### src/rtl/ahb_burst_sequencer_if.sv
// Command, write-data, read-data and AHB-Lite master-side signals of the burst sequencer.
// The master modport is the sequencer's view and the slave modport is the stimulus/bus side.
interface ahb_burst_sequencer_if #(
    parameter int ADDR_W = 32,
    parameter int DATA_W = 32
);
    logic              cmd_valid;
    logic              cmd_ready;
    logic [ADDR_W-1:0] cmd_addr;
    logic              cmd_write;
    logic [2:0]        cmd_burst;
    logic [2:0]        cmd_size;
    logic [4:0]        cmd_len;
    logic [1:0]        cmd_sel;

    logic              wdata_valid;
    logic              wdata_ready;
    logic [DATA_W-1:0] wdata;

    logic              hready;
    logic              hresp;
    logic [DATA_W-1:0] hrdata;

    logic              enable;
    logic [ADDR_W-1:0] in_haddr;
    logic [1:0]        in_htrans;
    logic              in_hwrite;
    logic [2:0]        in_hsize;
    logic [2:0]        in_hburst;
    logic [1:0]        in_hsel;
    logic [DATA_W-1:0] in_hwdata;

    logic              rdata_valid;
    logic [DATA_W-1:0] rdata;
    logic              done;
    logic              err;

    modport master (
        input  cmd_valid, cmd_addr, cmd_write, cmd_burst, cmd_size, cmd_len, cmd_sel,
        input  wdata_valid, wdata, hready, hresp, hrdata,
        output cmd_ready, wdata_ready, enable, in_haddr, in_htrans, in_hwrite, in_hsize,
        output in_hburst, in_hsel, in_hwdata, rdata_valid, rdata, done, err
    );

    modport slave (
        output cmd_valid, cmd_addr, cmd_write, cmd_burst, cmd_size, cmd_len, cmd_sel,
        output wdata_valid, wdata, hready, hresp, hrdata,
        input  cmd_ready, wdata_ready, enable, in_haddr, in_htrans, in_hwrite, in_hsize,
        input  in_hburst, in_hsel, in_hwdata, rdata_valid, rdata, done, err
    );
endinterface

### src/rtl/ahb_burst_sequencer.sv
// Expands one burst command into an AHB-Lite NONSEQ/SEQ/BUSY beat sequence with pipelined
// address and data phases, hready stalls and two-cycle ERROR abort.
module ahb_burst_sequencer #(
    parameter int ADDR_W = 32,
    parameter int DATA_W = 32
) (
    input  logic                  clk,
    input  logic                  hresetn,
    ahb_burst_sequencer_if.master bus
);
    typedef enum logic [1:0] {S_IDLE, S_ADDR, S_DATA_LAST, S_ERR} state_t;

    localparam logic [1:0] HT_IDLE   = 2'b00;
    localparam logic [1:0] HT_BUSY   = 2'b01;
    localparam logic [1:0] HT_NONSEQ = 2'b10;
    localparam logic [1:0] HT_SEQ    = 2'b11;

    state_t            state_q, state_d;
    logic [ADDR_W-1:0] addr_q, addr_d;
    logic [ADDR_W-1:0] keep_q, keep_d;
    logic              write_q, write_d;
    logic [2:0]        size_q, size_d;
    logic [2:0]        burst_q, burst_d;
    logic [1:0]        sel_q, sel_d;
    logic [DATA_W-1:0] hwdata_q, hwdata_d;
    logic [DATA_W-1:0] rdata_q, rdata_d;
    logic [4:0]        beats_q, beats_d;
    logic              first_q, first_d;
    logic              dphase_q, dphase_d;
    logic              stall_q, stall_d;
    logic [1:0]        hold_q, hold_d;

    logic [2:0]        size_eff;
    logic [2:0]        log_beats;
    logic [4:0]        cmd_beats;
    logic              wrap_cmd;
    logic [ADDR_W-1:0] wrap_span;
    logic [ADDR_W-1:0] addr_inc;
    logic [ADDR_W-1:0] addr_next;
    logic [1:0]        trans_pick;
    logic [1:0]        htrans;
    logic              addr_done;
    logic              rvalid;
    logic              done_w;
    logic              err_w;
    logic              cmd_ready_w;
    logic              load;

    // Command decode: beat count, effective size and the fixed-bit mask for wrapping bursts.
    always_comb begin
        size_eff  = (bus.cmd_size > 3'd2) ? 3'd2 : bus.cmd_size;
        wrap_cmd  = 1'b0;
        log_beats = 3'd0;
        cmd_beats = 5'd1;
        case (bus.cmd_burst)
            3'b000:  cmd_beats = 5'd1;
            3'b001:  cmd_beats = (bus.cmd_len == 5'd0) ? 5'd1 : bus.cmd_len;
            3'b010:  begin cmd_beats = 5'd4;  log_beats = 3'd2; wrap_cmd = 1'b1; end
            3'b011:  begin cmd_beats = 5'd4;  log_beats = 3'd2; end
            3'b100:  begin cmd_beats = 5'd8;  log_beats = 3'd3; wrap_cmd = 1'b1; end
            3'b101:  begin cmd_beats = 5'd8;  log_beats = 3'd3; end
            3'b110:  begin cmd_beats = 5'd16; log_beats = 3'd4; wrap_cmd = 1'b1; end
            default: begin cmd_beats = 5'd16; log_beats = 3'd4; end
        endcase
        wrap_span = (ADDR_W'(1) << (log_beats + size_eff)) - ADDR_W'(1);
    end

    // Bits set in keep_q stay fixed across the burst; the rest follow the incremented address.
    assign addr_inc = addr_q + (ADDR_W'(1) << size_q);
    generate
        for (genvar gi = 0; gi < ADDR_W; gi++) begin : g_addr_next
            assign addr_next[gi] = keep_q[gi] ? addr_q[gi] : addr_inc[gi];
        end
    endgenerate

    // A write beat is offered only while its data word is waiting; once offered under a
    // stall, the transfer type is frozen until hready returns.
    always_comb begin
        if (write_q && !bus.wdata_valid) trans_pick = first_q ? HT_IDLE : HT_BUSY;
        else                             trans_pick = first_q ? HT_NONSEQ : HT_SEQ;
        htrans = HT_IDLE;
        if (state_q == S_ADDR) htrans = stall_q ? hold_q : trans_pick;
    end

    assign addr_done   = (state_q == S_ADDR) && bus.hready && htrans[1];
    assign rvalid      = dphase_q && bus.hready && !bus.hresp && !write_q;
    assign done_w      = bus.hready && ((state_q == S_DATA_LAST) || (state_q == S_ERR));
    assign err_w       = bus.hready && (state_q == S_ERR);
    assign cmd_ready_w = (state_q == S_IDLE) || done_w;
    assign load        = bus.cmd_valid && cmd_ready_w;

    always_comb begin
        state_d  = state_q;
        addr_d   = addr_q;
        keep_d   = keep_q;
        write_d  = write_q;
        size_d   = size_q;
        burst_d  = burst_q;
        sel_d    = sel_q;
        hwdata_d = hwdata_q;
        beats_d  = beats_q;
        first_d  = first_q;
        dphase_d = dphase_q;
        stall_d  = 1'b0;
        hold_d   = htrans;
        rdata_d  = rvalid ? bus.hrdata : rdata_q;
        case (state_q)
            S_ADDR: begin
                if (dphase_q && bus.hresp && !bus.hready) begin
                    state_d = S_ERR;
                end else if (!bus.hready) begin
                    stall_d = 1'b1;
                end else begin
                    dphase_d = addr_done;
                    if (addr_done) begin
                        if (write_q) hwdata_d = bus.wdata;
                        beats_d = beats_q - 5'd1;
                        first_d = 1'b0;
                        if (beats_q == 5'd1) state_d = S_DATA_LAST;
                        else                 addr_d  = addr_next;
                    end
                end
            end
            S_DATA_LAST: begin
                if (bus.hresp && !bus.hready) begin
                    state_d = S_ERR;
                end else if (bus.hready) begin
                    state_d  = S_IDLE;
                    dphase_d = 1'b0;
                end
            end
            S_ERR: begin
                if (bus.hready) begin
                    state_d  = S_IDLE;
                    dphase_d = 1'b0;
                end
            end
            default: ;
        endcase
        if (load) begin
            state_d  = S_ADDR;
            addr_d   = bus.cmd_addr;
            keep_d   = wrap_cmd ? ~wrap_span : '0;
            write_d  = bus.cmd_write;
            size_d   = size_eff;
            burst_d  = bus.cmd_burst;
            sel_d    = bus.cmd_sel;
            beats_d  = cmd_beats;
            first_d  = 1'b1;
            dphase_d = 1'b0;
        end
    end

    always_ff @(posedge clk or negedge hresetn) begin
        if (!hresetn) begin
            state_q  <= S_IDLE;
            addr_q   <= '0;
            keep_q   <= '0;
            write_q  <= 1'b0;
            size_q   <= 3'd0;
            burst_q  <= 3'd0;
            sel_q    <= 2'd0;
            hwdata_q <= '0;
            rdata_q  <= '0;
            beats_q  <= 5'd0;
            first_q  <= 1'b0;
            dphase_q <= 1'b0;
            stall_q  <= 1'b0;
            hold_q   <= HT_IDLE;
        end else begin
            state_q  <= state_d;
            addr_q   <= addr_d;
            keep_q   <= keep_d;
            write_q  <= write_d;
            size_q   <= size_d;
            burst_q  <= burst_d;
            sel_q    <= sel_d;
            hwdata_q <= hwdata_d;
            rdata_q  <= rdata_d;
            beats_q  <= beats_d;
            first_q  <= first_d;
            dphase_q <= dphase_d;
            stall_q  <= stall_d;
            hold_q   <= hold_d;
        end
    end

    assign bus.cmd_ready   = cmd_ready_w;
    assign bus.wdata_ready = addr_done && write_q;
    assign bus.enable      = (state_q != S_IDLE);
    assign bus.in_haddr    = addr_q;
    assign bus.in_htrans   = htrans;
    assign bus.in_hwrite   = write_q;
    assign bus.in_hsize    = size_q;
    assign bus.in_hburst   = burst_q;
    assign bus.in_hsel     = sel_q;
    assign bus.in_hwdata   = hwdata_q;
    // Read data is presented in the same cycle as its strobe and held afterwards.
    assign bus.rdata_valid = rvalid;
    assign bus.rdata       = rvalid ? bus.hrdata : rdata_q;
    assign bus.done        = done_w;
    assign bus.err         = err_w;
endmodule

### src/flat_wrapper.sv
// flat-port wrapper written by rule: the top's interface ports become plain ports
module ahb_burst_sequencer_flat 
#(
    parameter int ADDR_W = 32,
    parameter int DATA_W = 32
)
  (clk, hresetn, bus_cmd_valid, bus_cmd_addr, bus_cmd_write, bus_cmd_burst, bus_cmd_size, bus_cmd_len, bus_cmd_sel, bus_wdata_valid, bus_wdata, bus_hready, bus_hresp, bus_hrdata, bus_cmd_ready, bus_wdata_ready, bus_enable, bus_in_haddr, bus_in_htrans, bus_in_hwrite, bus_in_hsize, bus_in_hburst, bus_in_hsel, bus_in_hwdata, bus_rdata_valid, bus_rdata, bus_done, bus_err);
  ahb_burst_sequencer_if #(.ADDR_W(ADDR_W), .DATA_W(DATA_W)) bus_i ();
  input  logic clk;
  input  logic hresetn;
  input wire logic [$bits(bus_i.cmd_valid)-1:0] bus_cmd_valid;
  input wire logic [$bits(bus_i.cmd_addr)-1:0] bus_cmd_addr;
  input wire logic [$bits(bus_i.cmd_write)-1:0] bus_cmd_write;
  input wire logic [$bits(bus_i.cmd_burst)-1:0] bus_cmd_burst;
  input wire logic [$bits(bus_i.cmd_size)-1:0] bus_cmd_size;
  input wire logic [$bits(bus_i.cmd_len)-1:0] bus_cmd_len;
  input wire logic [$bits(bus_i.cmd_sel)-1:0] bus_cmd_sel;
  input wire logic [$bits(bus_i.wdata_valid)-1:0] bus_wdata_valid;
  input wire logic [$bits(bus_i.wdata)-1:0] bus_wdata;
  input wire logic [$bits(bus_i.hready)-1:0] bus_hready;
  input wire logic [$bits(bus_i.hresp)-1:0] bus_hresp;
  input wire logic [$bits(bus_i.hrdata)-1:0] bus_hrdata;
  output wire logic [$bits(bus_i.cmd_ready)-1:0] bus_cmd_ready;
  output wire logic [$bits(bus_i.wdata_ready)-1:0] bus_wdata_ready;
  output wire logic [$bits(bus_i.enable)-1:0] bus_enable;
  output wire logic [$bits(bus_i.in_haddr)-1:0] bus_in_haddr;
  output wire logic [$bits(bus_i.in_htrans)-1:0] bus_in_htrans;
  output wire logic [$bits(bus_i.in_hwrite)-1:0] bus_in_hwrite;
  output wire logic [$bits(bus_i.in_hsize)-1:0] bus_in_hsize;
  output wire logic [$bits(bus_i.in_hburst)-1:0] bus_in_hburst;
  output wire logic [$bits(bus_i.in_hsel)-1:0] bus_in_hsel;
  output wire logic [$bits(bus_i.in_hwdata)-1:0] bus_in_hwdata;
  output wire logic [$bits(bus_i.rdata_valid)-1:0] bus_rdata_valid;
  output wire logic [$bits(bus_i.rdata)-1:0] bus_rdata;
  output wire logic [$bits(bus_i.done)-1:0] bus_done;
  output wire logic [$bits(bus_i.err)-1:0] bus_err;
  assign bus_i.cmd_valid = bus_cmd_valid;
  assign bus_i.cmd_addr = bus_cmd_addr;
  assign bus_i.cmd_write = bus_cmd_write;
  assign bus_i.cmd_burst = bus_cmd_burst;
  assign bus_i.cmd_size = bus_cmd_size;
  assign bus_i.cmd_len = bus_cmd_len;
  assign bus_i.cmd_sel = bus_cmd_sel;
  assign bus_i.wdata_valid = bus_wdata_valid;
  assign bus_i.wdata = bus_wdata;
  assign bus_i.hready = bus_hready;
  assign bus_i.hresp = bus_hresp;
  assign bus_i.hrdata = bus_hrdata;
  assign bus_cmd_ready = bus_i.cmd_ready;
  assign bus_wdata_ready = bus_i.wdata_ready;
  assign bus_enable = bus_i.enable;
  assign bus_in_haddr = bus_i.in_haddr;
  assign bus_in_htrans = bus_i.in_htrans;
  assign bus_in_hwrite = bus_i.in_hwrite;
  assign bus_in_hsize = bus_i.in_hsize;
  assign bus_in_hburst = bus_i.in_hburst;
  assign bus_in_hsel = bus_i.in_hsel;
  assign bus_in_hwdata = bus_i.in_hwdata;
  assign bus_rdata_valid = bus_i.rdata_valid;
  assign bus_rdata = bus_i.rdata;
  assign bus_done = bus_i.done;
  assign bus_err = bus_i.err;
  ahb_burst_sequencer #(.ADDR_W(ADDR_W), .DATA_W(DATA_W)) u_core (.clk(clk), .hresetn(hresetn), .bus(bus_i));
endmodule
### config.mk
export PLATFORM = sky130hd
export DESIGN_NAME = ahb_burst_sequencer_flat
export DESIGN_NICKNAME = d
export VERILOG_FILES = /design/src/rtl/ahb_burst_sequencer_if.sv /design/src/rtl/ahb_burst_sequencer.sv /design/src/flat_wrapper.sv
export SDC_FILE = /design/constraint.sdc
export NUM_CORES = 1
export LEC_CHECK = 0
export ABC_AREA = 1
export CELL_PAD_IN_SITES_DETAIL_PLACEMENT = 0
export CELL_PAD_IN_SITES_GLOBAL_PLACEMENT = 1
export CORE_MARGIN = 3
export CORE_UTILIZATION = 30
export CTS_CLUSTER_DIAMETER = 80
export DETAILED_ROUTE_END_ITERATION = 12
export PLACE_DENSITY_LB_ADDON = 0.1
export SETUP_SLACK_MARGIN = 0.4
export SLEW_MARGIN = 25
export SYNTH_ARGS = -nofsm -noshare
export SYNTH_HDL_FRONTEND = slang
export SYNTH_SLANG_ARGS = --single-unit
### constraint.sdc
create_clock -name clk -period 2.2 [get_ports clk]
set_clock_uncertainty 0.05 [all_clocks]
set_input_delay 0.22 -clock clk [delete_from_list [all_inputs] [get_ports clk]]
set_output_delay 0.22 -clock clk [all_outputs]
set_load 0.005 [all_outputs]
# == Yosys cells after proc, flatten, opt, wreduce, memory -nomap -nowiden ==
# Cells that the tools add are included.
# W data, S select, Z words.
# word_totals
regBits,149
latchBits,0
ram_bits,0
mem_bits_ro,0
in_bits,116
out_inout_bits,113
mem_count,0
# classes
n_addsub,4
multipliers,0
n_div,0
n_lt_le_gt_ge,1
n_eq_ne,50
n_shift,2
mux,77
bitwise_logic,2
n_reduce_logical,67
# op_table
cell,n
$mux W32,8
$reduce_and A6 Y1,32
$ne A2 B2 Y1 const B,32
$shl A1 B3 Y32 const A,2
$mux W1,48
$add A32 B32 Y32,1
$not A32 Y32,1
$sub A32 B2 Y32 const B,1
$mux W5,6
$mux W2,10
$pmux W5 S4,1
$logic_and A1 B1 Y1,13
$reduce_and A4 Y1,3
$eq A3 B3 Y1 const B,3
$ne A3 B2 Y1 const B,3
$pmux W3 S3,1
$ne A4 B3 Y1 const B,2
$reduce_bool A2 Y1,4
$eq A3 B2 Y1 const B,2
$pmux W2 S3,1
$reduce_or A2 Y1,3
$eq A5 B1 Y1 const B,1
$logic_not A5 Y1,1
$reduce_and A5 Y1,1
17 further kinds,23

# == Logic depth before layout (Yosys ltp) ==
# Gate-level depths: netlist (run 1).
# depth
word_depth,11
ltp_mapped,15

# == Worst setup path before layout (run 1) ==
# No wires, ideal clock.
# synth_path
path_type,input-to-reg
from,in bus_cmd_size[2]
to,reg u_core.keep_q[4]
arrival_time_ns,2.191
setup_slack_ns,-0.117
path_stages,12
cell_sequence,nor3b_1 > ha_1 > inv_1 > fa_1 > xor2_1 > nand3_1 > ha_1 > inv_1 > nor2_1 > nor2_1 > inv_1 > o21ai_1
# synth_via
elab_chain_len,7
# synth_lines
item,line_no,rtl
start: declaration,flat_wrapper.sv:15,input wire logic [$bits(bus_i.cmd_size)-1:0] bus_cmd_size;
$gt A3 B2 Y1,ahb_burst_sequencer.sv:51,size_eff = (bus.cmd_size > 3'd2) ? 3'd2 : bus.cmd_size;
$mux W3 (*),ahb_burst_sequencer.sv:51,
$add A3 B3 Y3 (*),ahb_burst_sequencer.sv:65,wrap_span = (ADDR_W'(1) << (log_beats + size_eff)) - ADDR_W'(1);
$shl A1 B3 Y32 (*),ahb_burst_sequencer.sv:65,
$sub A32 B2 Y32 (*),ahb_burst_sequencer.sv:65,
$not A32 Y32 (*),ahb_burst_sequencer.sv:143,keep_d = wrap_cmd ? ~wrap_span : '0;
$mux W32 (*),ahb_burst_sequencer.sv:143,
end signal: assignment,ahb_burst_sequencer.sv:173,keep_q <= keep_d;
end: declaration,ahb_burst_sequencer.sv:20,"logic [ADDR_W-1:0] keep_q, keep_d;"
# Mark *: on every way between the ends. The rest lies on a longest branch, timed or not.
# A chain may end at the register's enable or synchronous reset.

# == Worst setup path in the final report (run 1) ==
# layout_path
from,reg u_core.size_q[2] (netlist: u_core.bus.in_hsize[2])
to,reg u_core.addr_q[18] (netlist: u_core.bus.in_haddr[18])
# layout_via
elab_chain_len,9
# layout_lines
item,line_no,rtl
start: declaration,ahb_burst_sequencer.sv:22,"logic [2:0] size_q, size_d;"
start signal: assignment,ahb_burst_sequencer.sv:175,size_q <= size_d;
$shl A1 B3 Y32,ahb_burst_sequencer.sv:69,assign addr_inc = addr_q + (ADDR_W'(1) << size_q);
$add A32 B32 Y32,ahb_burst_sequencer.sv:69,
$mux W1,ahb_burst_sequencer.sv:72,assign addr_next[gi] = keep_q[gi] ? addr_q[gi] : addr_inc[gi];
$mux W32,ahb_burst_sequencer.sv:119,if (beats_q == 5'd1) state_d = S_DATA_LAST;
$mux W32,ahb_burst_sequencer.sv:115,if (addr_done) begin
$mux W32,ahb_burst_sequencer.sv:111,end else if (!bus.hready) begin
$mux W32,ahb_burst_sequencer.sv:109,if (dphase_q && bus.hresp && !bus.hready) begin
$mux W32,ahb_burst_sequencer.sv:107,case (state_q)
$mux W32,ahb_burst_sequencer.sv:140,if (load) begin
end signal: assignment,ahb_burst_sequencer.sv:172,addr_q <= addr_d;
end: declaration,ahb_burst_sequencer.sv:19,"logic [ADDR_W-1:0] addr_q, addr_d;"
# Every way passes these cells. The select of a mux whose other input is x is not followed.

==> summary.txt, run 1 <==
Timing
  – RSZ-0062 raised after global routing: yes
  – Max_slew headroom: 70.6%
  – Fin crit share: 101%
  – Final Worst Setup Slack: -0.0141 ns
  – Fmax: 452 MHz
  – Final Hold Viols: 0
  – Setup violations, final: 3
  – Min Tclk post-route: ~2.2 ns
  – Slew @ Worst Pin: about 0.44 ns
  – Fin. max-slew vios: 0

Pwr
  – Lkg Pwr: 6.61 nW
  – Peak supply drop: 0.719 mV
  – Post-layout power: 16.4 mW
  – PD cells: between 1000 and 1500 nW/um^2

GRT
  – Initial antenna violation count: 0
  – Vias in the first global route: 7758
  – Largest net degree at the start of global routing: 60
  – GRT Total Usage: between 10% and 20%
  – First-pass GRT wire length: about 41 mm
  – Total gr overflow: 0

Final layout
  – Antenna diodes: 0
  – Filler cells: roughly 2200
  – Layout cells sized above 1: 31.9%
  – Reg area: ~3300 um^2
  – Commonest non-fill, non-tap cell in the layout: nand2_1
  – Post-route cell area: 13200 um^2
  – Area of the multi-input gates: 4530 um^2
  – Area Overhead vs Synth: 84.0%
  – Nets@finish: around 1500
  – Commonest cells after routing, fill and taps aside: nand2_1 (329), clkdlybuf4s50_1 (179), dfrtp_1 (124), inv_1 (83), buf_6 (83)

Synth
  – Synth Warn #: 0
  – Synth area leader: dfrtp_1
  – Syn Inst Count: 1005
  – Syn Nets: 1139
  – Synth top area share: 45.9%
  – #FFs+latches synth: 132
  – Netlist cell types: 43
  – Synthesized area per cell: approximately 7.2 um^2
  – Seq/Total Area, Yosys: between 40% and 50%
  – Mapped cell area: 7200 um^2
  – Synth top area cells: dfrtp_1 (46%), nand2_1 (23%), inv_1 (5.2%), nor2_1 (4.8%), nand3_1 (3.8%)

Floorplanning
  – Full die area: 25900 um^2
  – Core area: roughly 24000 um^2
  – IO Pins: 229
  – Die H: 161 um
  – # rows: 56
  – Initial Utilization: roughly 30%
  – Die X-Extent: roughly 160 um

Worst setup path
  – Max FO, Critical Path: 6
  – Critical Path AT: roughly 2.5 ns
  – WS Path Type: register to register
  – Worst endpoint required time: roughly 2.5 ns
  – CP max stage delay: roughly 0.44 ns
  – Crit path buf inv count: 3
  – Cell-by-cell trace of the critical path: buf_4, nor3_2, inv_1, fa_2, inv_2, nand3_2, nand3_4, nand3_4, nand2_4, nand3_2, nand2_1, nand3_2, nand2_1, nand2_1
  – Crit-path leading delay family: simple AND/OR/NAND/NOR gates
  – CP startpoint kind: register
  – Worst Setup End Kind: register
  – Critical-path top delay cell: dfrtp_2

Status
  – Status: finished with violations
  – Failing checks: setup timing

Clocking
  – TritonCTS Sinks: 132
  – CTS tree: built
  – Clk_lat worst skew: 0.43 ns
  – H-tree depth reported by CTS: 4
  – Root Buffer: clkbuf_16
  – Num CTS Buffers: 17
  – Worst-path clk slew: 0.06 ns
  – Maximum clock path buffer count: 2

Place
  – Placed cell area: roughly 10000 um^2
  – Port Buffers: around 230
  – Detailed Place HPWL: 17.1 mm
  – Pre-CTS setup slack: -0.451 ns
  – Gp weighted congestion: 0.793

Routing
  – Drt drc: 0
  – Vias per cell: 4.46
  – Via count: roughly 7700
  – Routed wire per std cell: 14.9 um
  – Number of DRC markers in iteration 0: 299
  – WL final: 25.7 mm
  – Detail Route Antenna Nets: 0
  – DR pass1 iterations: 4

Flow run
  – Max-cap viol count: 0

Min path
  – Worst min path class: input port to register
## synth_stat cells, drive strengths merged
cell,instances
nand2,447
dfrtp,132
inv,102
nor2,96
nand3,55
o21ai,45
buf,18
ha,16
nor3,15
nand4,11
a21oi,10
clkbuf,9
xor2,9
nand3b,8
o21bai,5
nor4,3
a22oi,2
fa,2
nor3b,2
o21a,2
or2,2
xnor2,2
a2111oi,1
a211oi,1
a21boi,1
a22o,1
a31oi,1
and2,1
and3,1
mux2i,1
o2111ai,1
o211a,1
o211ai,1
o22ai,1
## worst min-delay path, cell delays in order
cell and delay, ns:
buf_2 0.11, inv_2 0.07, o21ai_0 0.08
## worst paths after layout
| check | start | endpoint | slack [ns] | cells past startpoint |
|---|---|---|---|---|
| min reg2reg | u_core.bus.in_hwdata[11] | u_core.bus.in_hwdata[11] | 0.43 | 2 |
| max | u_core.bus.in_hsize[2] | u_core.bus.in_haddr[18] | -0.01 | 14 |
| min | bus_cmd_burst[1] | u_core.bus.in_hburst[1] | 0.05 | 3 |
| max in group asynchronous | hresetn | u_core.state_q[1] | 1.23 | 3 |
| max reg2reg | u_core.bus.in_hsize[2] | u_core.bus.in_haddr[18] | -0.01 | 14 |
| min in group asynchronous | hresetn | u_core.bus.in_haddr[1] | 0.20 | 2 |
## through the flow
stage | setup TNS [ns] | hold slack [ns] | util (%) | cells
2_1_floorplan | 0 | -0.126 | - | 1005
3_3_place_gp | -5.78 | 0.0858 | 44.4 | 1591
6_report | -0.0266 | 0.0468 | 56.2 | 1724
4_1_cts | 0 | 0.0305 | 51.1 | 1692
3_5_place_dp | -6.44 | 0.0864 | 44.4 | 1591
5_1_grt | -1.44 | 0.0353 | 56.2 | 1724
## flip-flops by register name (all words and copies together) (netlist names), 2 cells and up
name,flops
u_core.bus.in_haddr,32
u_core.bus.in_hwdata,32
u_core.rdata_q,32
u_core.keep_q,15
u_core.beats_q,5
u_core.bus.in_hburst,3
u_core.bus.in_hsize,3
u_core.bus.in_hsel,2
u_core.hold_q,2
u_core.state_q,2
## kinds of logic after synthesis
kind of cell	count (synthesis)	synth area share, %
simple gates	641	36.4
flops	132	45.9
buf+inv	129	7.16
compound gates	73	5.75
fa+ha+maj	18	3.34
xor+xnor	11	1.34
mux	1	0.139
## routing by layer
layer	track usage, %	vias up	part of all wire (%)
met1	24.5	3546	42
met5	0	-	0
met3	7.92	16	8.3
met4	4.54	0	1.0
met2	31.8	195	49
li1	-	3935	-
## power breakdown
part           internal, mW  total [mW]  switching, mW
sequential             3.55        4.58           1.03
combinational          4.97        9.01           4.04
clock                  1.53        2.80           1.28
## what timing repair did
action,in CTS,in global routing
hold endpoints to repair,43,0
setup buffers,59,31
endpoints found under the setup margin,84,127
hold buffers,1,0
cloned,9,1
pin swaps,57,78
gates resized for setup,280,277
## area by class of cell
class / count / area share, %
well taps: 319 / 3.01
repair buffers: 393 / 30.4
flip-flops and latches: 132 / 25.0
clock buffers: 18 / 3.32
inverters: 102 / 3.04
multi-input cells: 746 / 34.2
clock inverters: 14 / 1.03
No activity file was read; power rests on OpenSTA's default activity.
==> run 2: changes to the inputs <==
--- a/config.mk
+++ b/config.mk
@@ -10,7 +10,7 @@
 export CELL_PAD_IN_SITES_GLOBAL_PLACEMENT = 1
 export CORE_MARGIN = 3
 export CORE_UTILIZATION = 30
-export CTS_CLUSTER_DIAMETER = 80
+export CTS_CLUSTER_DIAMETER = 100
 export DETAILED_ROUTE_END_ITERATION = 12
 export PLACE_DENSITY_LB_ADDON = 0.1
 export SETUP_SLACK_MARGIN = 0.4
==> results of run 2 <==
Same layout as run 1: the final DEF is identical, and so are final timing and power.
==> run 3: changes to the inputs <==
--- a/config.mk
+++ b/config.mk
@@ -5,13 +5,13 @@
 export SDC_FILE = /design/constraint.sdc
 export NUM_CORES = 1
 export LEC_CHECK = 0
-export ABC_AREA = 1
 export CELL_PAD_IN_SITES_DETAIL_PLACEMENT = 0
 export CELL_PAD_IN_SITES_GLOBAL_PLACEMENT = 1
 export CORE_MARGIN = 3
 export CORE_UTILIZATION = 30
 export CTS_CLUSTER_DIAMETER = 100
 export DETAILED_ROUTE_END_ITERATION = 12
+export HOLD_SLACK_MARGIN = 0.03
 export PLACE_DENSITY_LB_ADDON = 0.1
 export SETUP_SLACK_MARGIN = 0.4
 export SLEW_MARGIN = 25
==> constraint.sdc (replaced) <==
create_clock -name clk -period 1.9 [get_ports clk]
set_clock_uncertainty 0.05 [all_clocks]
set_input_delay 0.19 -clock clk [delete_from_list [all_inputs] [get_ports clk]]
set_output_delay 0.19 -clock clk [all_outputs]
set_load 0.005 [all_outputs]
==> run 3 against run 2 <==
The flow still finishes with violations (setup timing). Sequential share of layout area hardly changed. Via count is 14% lower. Area after synthesis is 10% lower. Routed wire length is 3.0% lower. Total power is 17% higher. Cell area hardly changed. Worst setup slack worse by 0.67 ns. Non-clock buffer count is 84 higher. Synthesized cell count is 35% lower. Clock power is 17% higher. Sequential cell count stayed put. Largest cell class is now buffers.
==> summary.txt, run 3 <==
Synth
  – Async set-reset flop share out of synthesis: 100% (unchanged)
  – Synth Flop Type: dfrtp_1
  – Syn Nets: 792 (-30%)
  – Netlist cell types: 54 (+26%)
  – Synthesized area per cell: 9.79 um^2 (+37%)
  – Synth Warn #: 0 (unchanged)
  – Seq/Total Area, Yosys: 51.3% (+5.4 points)
  – Adder-Cell Fraction of Synth Area: 3.73% (+0.39 points)
  – Synth top cells by count: nand2_1 (166), dfrtp_1 (132), o21ai_0 (40), mux2_2 (33), clkbuf_1 (25)
  – Synth top area share: 51.3% (+5.4 points)
  – Synth Area in XOR/XNOR: 4.08% (+2.7 points)
  – Synth Area in Compound Gates: 10.4% (+4.7 points)
  – Simple-Gate Fraction of Synth Area: 21.2% (-15 points)
  – #FFs+latches synth: 132 (unchanged)
  – Syn Inst Count: 658 (-35%)
  – Synth top area cells: dfrtp_1 (51%), nand2_1 (9.7%), mux2_2 (5.8%), ha_1 (3.1%), o21ai_0 (3.1%)
  – Synth area leader: dfrtp_1
  – Largest family of logic cells by synthesized area: simple AND/OR/NAND/NOR gates
  – Post-synthesis mux area share: 6.08% (+5.9 points)
  – Most numerous cell in the Yosys netlist: nand2_1
  – EDFF count, synth: 0 (unchanged)
  – Mapped cell area: 6440 um^2 (-10%)

Worst setup path
  – Cell-by-cell trace of the critical path: or3b_4, fa_2, nor2b_2, o21ai_2, a21oi_4, buf_8, o2111ai_2, xor2_1, o21ai_1
  – Critical Path AT: 2.86 ns (+0.38 ns)
  – Critical-path top delay cell: dfrtp_2
  – Worst endpoint required time: 2.19 ns (-0.28 ns)
  – WS Path Type: register to register
  – Crit path buf inv count: 1 (-2)
  – CP max stage delay: 0.46 ns (+0.02 ns)
  – CP startpoint kind: register
  – Worst Setup End Kind: register
  – Max FO, Critical Path: 7 (+1)
  – Crit-path leading delay family: compound AO/OA/AOI/OAI gates

Pwr
  – Lkg Pwr: 6.14 nW (-7.1%)
  – Post-layout power: 19.2 mW (+17%)
  – PD cells: 1450 nW/um^2 (+17%)
  – Peak supply drop: 0.646 mV (-10%)

GRT
  – Met2 GRT Util: 34.6% (+2.8 points)
  – Initial antenna violation count: 0 (unchanged)
  – GRT met3 Usage: 5.11% (-2.8 points)
  – Total gr overflow: 0 (unchanged)
  – Largest net degree at the start of global routing: 51 (-15%)
  – Met1 Use GR: 26.6% (+2.1 points)
  – Vias in the first global route: 6978 (-10%)
  – GRT Total Usage: 20.6% (+1.1 points)
  – First-pass GRT wire length: 38.4 mm (-5.4%)
  – GRT busiest layer: met2

Clocking
  – Clk_lat worst skew: 0.42 ns (about the same)
  – Worst-path clk slew: 0.07 ns (about the same)
  – Maximum clock path buffer count: 2 (unchanged)
  – TritonCTS Sinks: 132 (unchanged)
  – Root Buffer: clkbuf_16
  – H-tree depth reported by CTS: 4 (unchanged)
  – Num CTS Buffers: 17 (unchanged)
  – CTS tree: built

Min path
  – Worst min path class: input port to register

Floorplanning
  – Core area: 20700 um^2 (-12%)
  – Die H: 153 um (-5.2%)
  – Initial Utilization: 31.2% (+0.58 points)
  – IO Pins: 229 (unchanged)
  – Full die area: 23300 um^2 (-10%)
  – Die X-Extent: 153 um (-5.2%)
  – # rows: 52 (-7.1%)

Timing
  – Fin crit share: 136% (+35 points)
  – Final Worst Setup Slack: -0.680 ns (-0.665 ns)
  – RSZ-0062 raised after global routing: yes
  – Min Tclk post-route: 2.58 ns (+0.365 ns)
  – Fin. max-slew vios: 0 (unchanged)
  – Max_slew headroom: 72.5% (+1.9 points)
  – Slew @ Worst Pin: 0.412 ns (-0.0243 ns)
  – Setup violations, final: 107 (+104)
  – Hold slack: 0.0946 ns (+0.0478 ns)
  – Final Hold Viols: 0 (unchanged)
  – Fmax: 388 MHz (-14%)

Final layout
  – Nets@finish: 1259 (-17%)
  – Commonest cells after routing, fill and taps aside: buf_4 (131), dfrtp_1 (127), buf_6 (116), clkdlybuf4s50_1 (109), nand2_1 (89)
  – Final core utilization: 64.0% (+7.8 points)
  – Non-filler cells, final: 1408 (-18%)
  – Layout cells sized above 1: 49.2% (+17 points)
  – Antenna diodes: 0 (unchanged)
  – Area Overhead vs Synth: 105%
  – Commonest non-fill, non-tap cell in the layout: buf_4

Place
  – Placed Cells: 1247 (-22%)
  – Gp weighted congestion: 0.820 (+3.4%)
  – Detailed Place HPWL: 16.9 mm (-1.0%)
  – Port Buffers: 228 (unchanged)

Flow run
  – Max-cap viol count: 0 (unchanged)

Routing
  – Drt drc: 0 (unchanged)
  – Vias per cell: 4.72 (+5.9%)
  – Detail Route Antenna Nets: 0 (unchanged)
  – WL final: 25.0 mm (-3.0%)
  – Number of DRC markers in iteration 0: 208 (-30%)
  – DR pass1 iterations: 5 (+1)
  – Via count: 6651 (-14%)
  – Routed wire per std cell: 17.7 um (+19%)

Status
  – Failing checks: setup timing
  – Status: finished with violations
run 3: layout make-up:
type | count | area [um^2]
Multi-Input combinational cell | 473 | 4140
Clock inverter | 14 | 144
Clock buffer | 18 | 439
Timing Repair Buffer | 477 | 4770
Sequential cell | 132 | 3310
Tap cell | 270 | 338
Inverter | 24 | 108
Fill cell | 1644 | 7450
run 3: timing repair:
action / in CTS / in global routing
pin swaps: 91 / 88
setup endpoints to repair: 242 / 189
endpoints found under the hold margin: 40 / 0
cloned: 8 / 4
hold buffers: 1 / 0
gates resized for setup: 405 / 218
setup buffers: 65 / 51
run 3: power by group:
group | internal [mW] | switching (mW)
sequential | 4.12 | 0.893
clock | 1.88 | 1.39
combinational | 6.48 | 4.48
run 3: worst reg2reg max path, delay by kind of cell (launching register included):
kind | cells | cell delay, ns
AO/OA/AOI/OAI | 4 | 0.66
AND/OR/NAND/NOR | 2 | 0.57
flip-flops | 1 | 0.46
adder cells (fa/ha/maj) | 1 | 0.40
buffers and inverters | 1 | 0.19
XOR/XNOR | 1 | 0.17
run 3: per-layer routing:
metal	vias to the layer above	wire length [um]	share of wire, %
li1	3221	-	-
met1	3208	10800	43
met2	194	12500	50
met3	28	1200	4.8
met4	0	414	1.7
met5	-	0	0
run 3: worst paths after layout:
kind | slack, ns | from | cells after the start | to
setup / recovery | -0.68 | u_core.bus.in_hsize[1] | 9 | u_core.bus.in_haddr[26]
hold / removal | 0.09 | bus_cmd_burst[1] | 4 | u_core.bus.in_hburst[1]
setup reg to reg | -0.68 | u_core.bus.in_hsize[1] | 9 | u_core.bus.in_haddr[26]
hold reg to reg | 0.42 | u_core.bus.in_hsel[1] | 2 | u_core.bus.in_hsel[1]
max in group asynchronous | 0.95 | hresetn | 3 | u_core.rdata_q[21]
min in group asynchronous | 0.19 | hresetn | 2 | u_core.bus.in_hsel[1]
run 3: cell families after synthesis:
family / after synthesis
AO/OA/AOI/OAI: 105
XOR/XNOR: 30
adder cells (fa/ha/maj): 18
buffers and inverters: 53
flip-flops: 132
multiplexers: 35
AND/OR/NAND/NOR: 285
run 3: stage by stage:
stage	setup slack, ns	instance area [um^2]	setup TNS [ns]
final	-0.680	13200	-31.89
after global routing	-0.773	13200	-41.16
after CTS	-0.648	12100	-30.40
after detailed placement	-0.823	10400	-57.44
after global placement	-0.725	10400	-51.70
after floorplan	-0.534	7060	-11.97
==> edit 1 (flow settings as in run 1) <==
`DATA_W` is set to 32 in 3 places; all go to 64.
--- a/src/rtl/ahb_burst_sequencer_if.sv
+++ b/src/rtl/ahb_burst_sequencer_if.sv
@@ -2,7 +2,7 @@
 // The master modport is the sequencer's view and the slave modport is the stimulus/bus side.
 interface ahb_burst_sequencer_if #(
     parameter int ADDR_W = 32,
-    parameter int DATA_W = 32
+    parameter int DATA_W = 64
 );
     logic              cmd_valid;
     logic              cmd_ready;
--- a/src/rtl/ahb_burst_sequencer.sv
+++ b/src/rtl/ahb_burst_sequencer.sv
@@ -2,7 +2,7 @@
 // address and data phases, hready stalls and two-cycle ERROR abort.
 module ahb_burst_sequencer #(
     parameter int ADDR_W = 32,
-    parameter int DATA_W = 32
+    parameter int DATA_W = 64
 ) (
     input  logic                  clk,
     input  logic                  hresetn,
--- a/src/flat_wrapper.sv
+++ b/src/flat_wrapper.sv
@@ -2,7 +2,7 @@
 module ahb_burst_sequencer_flat 
 #(
     parameter int ADDR_W = 32,
-    parameter int DATA_W = 32
+    parameter int DATA_W = 64
 )
   (clk, hresetn, bus_cmd_valid, bus_cmd_addr, bus_cmd_write, bus_cmd_burst, bus_cmd_size, bus_cmd_len, bus_cmd_sel, bus_wdata_valid, bus_wdata, bus_hready, bus_hresp, bus_hrdata, bus_cmd_ready, bus_wdata_ready, bus_enable, bus_in_haddr, bus_in_htrans, bus_in_hwrite, bus_in_hsize, bus_in_hburst, bus_in_hsel, bus_in_hwdata, bus_rdata_valid, bus_rdata, bus_done, bus_err);
   ahb_burst_sequencer_if #(.ADDR_W(ADDR_W), .DATA_W(DATA_W)) bus_i ();
Interface: changed (resized bus_hrdata, bus_in_hwdata, bus_rdata and bus_wdata); port bits go from 229 to 357. No check against the original RTL was run, so the function may have changed too.
==> edit 1 against run 1 <==
The run still ends with negative setup slack left. Die area up 33%. Worst setup slack got worse by 23 ps. Total power up 24%. First-iteration DRC count rose by 12%. Area after synthesis rose by 34%. Core utilization fell by 2.9 points. Sequential share of layout area is 4.1 points higher. Wire length is 40% higher. Sequential cell count grew 64. Non-clock buffer count grew 126. Design area increased by 27%. Critical path type unchanged. Critical endpoint is now u_core.bus.in_haddr[4]$_DFFE_PN0P_. Largest power group unchanged.
==> edit 1: results (changes against run 1) <==
status: "complete, but fails checks"  # unchanged
violations: "negative setup slack"  # unchanged
dp_hpwl_um: 24800  # was 17100 um
preCtsSetupSlack_ps: -456  # was -451 ps
critPathMaxStageDelay_ps: 490  # was 440 ps
grtUsageMet1_pct: 23.5  # was 24.5%
r2r-end: "u_core.bus.in_haddr[4]$_DFFE_PN0P_"  # was u_core.bus.in_haddr[18]$_DFFE_PN0P_
drive_gt1_share_pct: 28.3  # was 31.9%
io_buffers: 356  # was 228
cts_resized: 395  # was 280
gp_congestion: 0.798  # was 0.793
wl_per_cell_um: 16.4  # was 14.9 um
drtPass1Iterations: 5  # was 4
crit_start: "u_core.bus.in_hsize[1]$_DFFE_PN0P_"  # was u_core.bus.in_hsize[2]$_DFFE_PN0P_
vdd_drop_max_mv: 0.837  # was 0.719 mV
swShare_pct: 37.9  # was 38.7%
path_delay_family: "buffers and inverters"  # was simple AND/OR/NAND/NOR gates
setup_tns_ps: -123  # was -26.6 ps
track_usage_pct: 20.1  # was 19.6%
finalSetupViolations: 8  # was 3
postCtsSetupRepairBufs: 51  # was 59
worst_slack_ps: -37.1  # was -14.1 ps
syn-num-nets: 1476  # was 1139
netlist_top_cells_count: "nand2_1, dfrtp_1, nor2_1, inv_1, nand3_1"  # was nand2_1, dfrtp_1, inv_1, nor2_1, nand3_1
comb_power_share_pct: 52.1  # was 54.9%
synth_cell_types: 44  # was 43
antenna_found_initial: 1  # was 0
timing.hold.ws_ps: 51.3  # was 46.8 ps
ff2ff_setup_slack_ps: -40  # was -10 ps
clockPowerShare_pct: 16.1  # was 17.1%
dp_cells: 2062  # was 1591
cp.arrival_ps: 2520  # was 2480 ps
first_global_vias: 9790  # was 7758
instances_no_fill: 2192  # was 1724
## edit 1: changes by cell type after synthesis, sizes merged, moves of 2 or more
cell | run 1 | this run
nand3 | 55 | 51
nor2 | 96 | 100
nand2 | 447 | 650
inv | 102 | 99
buf | 18 | 33
dfrtp | 132 | 196
o21bai | 5 | 3
## edit 1: layout make-up
class	instances	area, um^2
fillers	2934	14800
multi-input cells	942	5240
repair buffers	519	5210
flip-flops and latches	196	4920
well taps	402	503
clock buffers	17	425
inverters	99	413
clock inverters	15	171
diodes	2	5.00
## edit 1: cell families (layout without fill, tap and decap cells)
logic type,after synthesis,in the layout,synth area share [%]
DFF,196,196,50.8
and+or+nand+nor,842,843,35.1
muxes,1,1,0.104
xor gates and xnor gates,9,9,0.817
AOI/OAI and AO/OA,71,71,4.27
other,0,2,0
adders and majority gates,18,18,2.49
buffers and inverters,141,650,6.39
## edit 1: per-layer routing
layer,vias up,wire length (um)
met2,241,18200
met3,33,2600
met4,0,698
li1,4967,-
met5,-,0
met1,4611,14400
==> edit 2 (settings of run 1) <==
Without the edit above. Re-encode `state_t` (4 states) as one-hot, 4 bits wide.
--- a/src/rtl/ahb_burst_sequencer.sv
+++ b/src/rtl/ahb_burst_sequencer.sv
@@ -8,7 +8,7 @@
     input  logic                  hresetn,
     ahb_burst_sequencer_if.master bus
 );
-    typedef enum logic [1:0] {S_IDLE, S_ADDR, S_DATA_LAST, S_ERR} state_t;
+    typedef enum logic [3:0] {S_IDLE = 4'b0001, S_ADDR = 4'b0010, S_DATA_LAST = 4'b0100, S_ERR = 4'b1000} state_t;
 
     localparam logic [1:0] HT_IDLE   = 2'b00;
     localparam logic [1:0] HT_BUSY   = 2'b01;
Formal check against the unedited RTL: no difference found for any inputs over 4 cycles, from zero or initial values and one cycle with hresetn low; so few cycles prove little.
==> edit 2 against run 1 <==
The run still ends with negative setup slack left. Sequential share of layout area shrank 1.6 points. Synthesized cell count grew 1.3%. Die area grew 4.2%. Sequential cell count grew 2. Design area grew 8.2%. Total power grew 7.5%. Worst setup slack lost 2.3 ps. Sequential power grew 3%. Largest cell class unchanged. Area after synthesis grew 4.4%. Fmax shrank 0.11%. Wire length grew 7.5%.
==> edit 2: results (changes against run 1) <==
maxSlewHeadroom_pct: 60.6  # was 70.6%
cp_max_fo: 5  # was 6
met3_usage_pct: 7.04  # was 7.92%
synth_area_leaders: "dfrtp_1, nand2_1, inv_1"  # unchanged
violations: "negative setup slack"  # unchanged
instances_no_fill: 1754  # was 1724
p_leak_nw: 6.88  # was 6.61 nW
internal-power_w: 0.0107  # was 0.0101 W
synthAdderAreaFrac_pct: 3.20  # was 3.34%
final_nets: 1551  # was 1526
grt_util_met2_pct: 33.1  # was 31.8%
place_area_um2: 10700  # was 10500 um^2
syn-num-nets: 1152  # was 1139
track_usage_pct: 19.7  # was 19.6%
drt-initial-drc-count: 280  # was 299
muxShareOfSynthArea_pct: 0  # was 0.139%
num_vias: 8059  # was 7692
drt-met1-wl_um: 11300  # was 10800 um
met3_length_um: 2050  # was 2140 um
first_global_vias: 7950  # was 7758
grt_pass1_wl_um: 41800  # was 40600 um
netlist_top_cells_count: "nand2_1, dfrtp_1, inv_1, nand3_1, o21ai_0"  # was nand2_1, dfrtp_1, inv_1, nor2_1, nand3_1
grt_max_degree: 57  # was 60
setup_tns_ps: -16.5  # was -26.6 ps
yosysSeqAreaShare_pct: 44.6  # was 45.9%
dr_wl_met2_um: 14000  # was 12500 um
drtPass1Iterations: 5  # was 4
worst_slack_ps: -16.5  # was -14.1 ps
synth_xor_area_share_pct: 1.05  # was 1.34%
crit_path_end: "u_core.bus.in_haddr[29]$_DFFE_PN0P_"  # was u_core.bus.in_haddr[18]$_DFFE_PN0P_
finalSetupViolations: 1  # was 3
worstReg2RegStart: "u_core.bus.in_hsize[1]$_DFFE_PN0P_"  # was u_core.bus.in_hsize[2]$_DFFE_PN0P_
gp_congestion: 0.792  # was 0.793
status: "complete, but fails checks"  # unchanged
grtUsageMet1_pct: 24.4  # was 24.5%
-- edit 2: power by group through the flow --
stage	combinational [W]	clock [W]	sequential [W]
after floorplan	0.00336	0	0.00436
after global placement	0.00677	0	0.00449
after detailed placement	0.00676	0	0.00451
after CTS	0.00812	0.00287	0.00452
after global routing	0.0111	0.00297	0.00487
final	0.0101	0.00279	0.00470
-- edit 2: final cells by class --
type,instances,area [um^2],share of cell area (%)
Clock buffer,18,429,2.99
Clock inverter,14,131,0.917
Inverter,109,459,3.20
Multi-Input combinational cell,747,5180,36.2
Sequential cell,134,3360,23.4
Tap cell,324,405,2.83
Timing Repair Buffer,408,4360,30.4
-- edit 2: timing repair --
action,in CTS,in global routing
hold buffers,1,0
gates cloned,9,8
endpoints found under the hold margin,36,0
resized for setup,339,414
buffers inserted,80,26
endpoints found under the setup margin,124,149
pin swaps,67,97
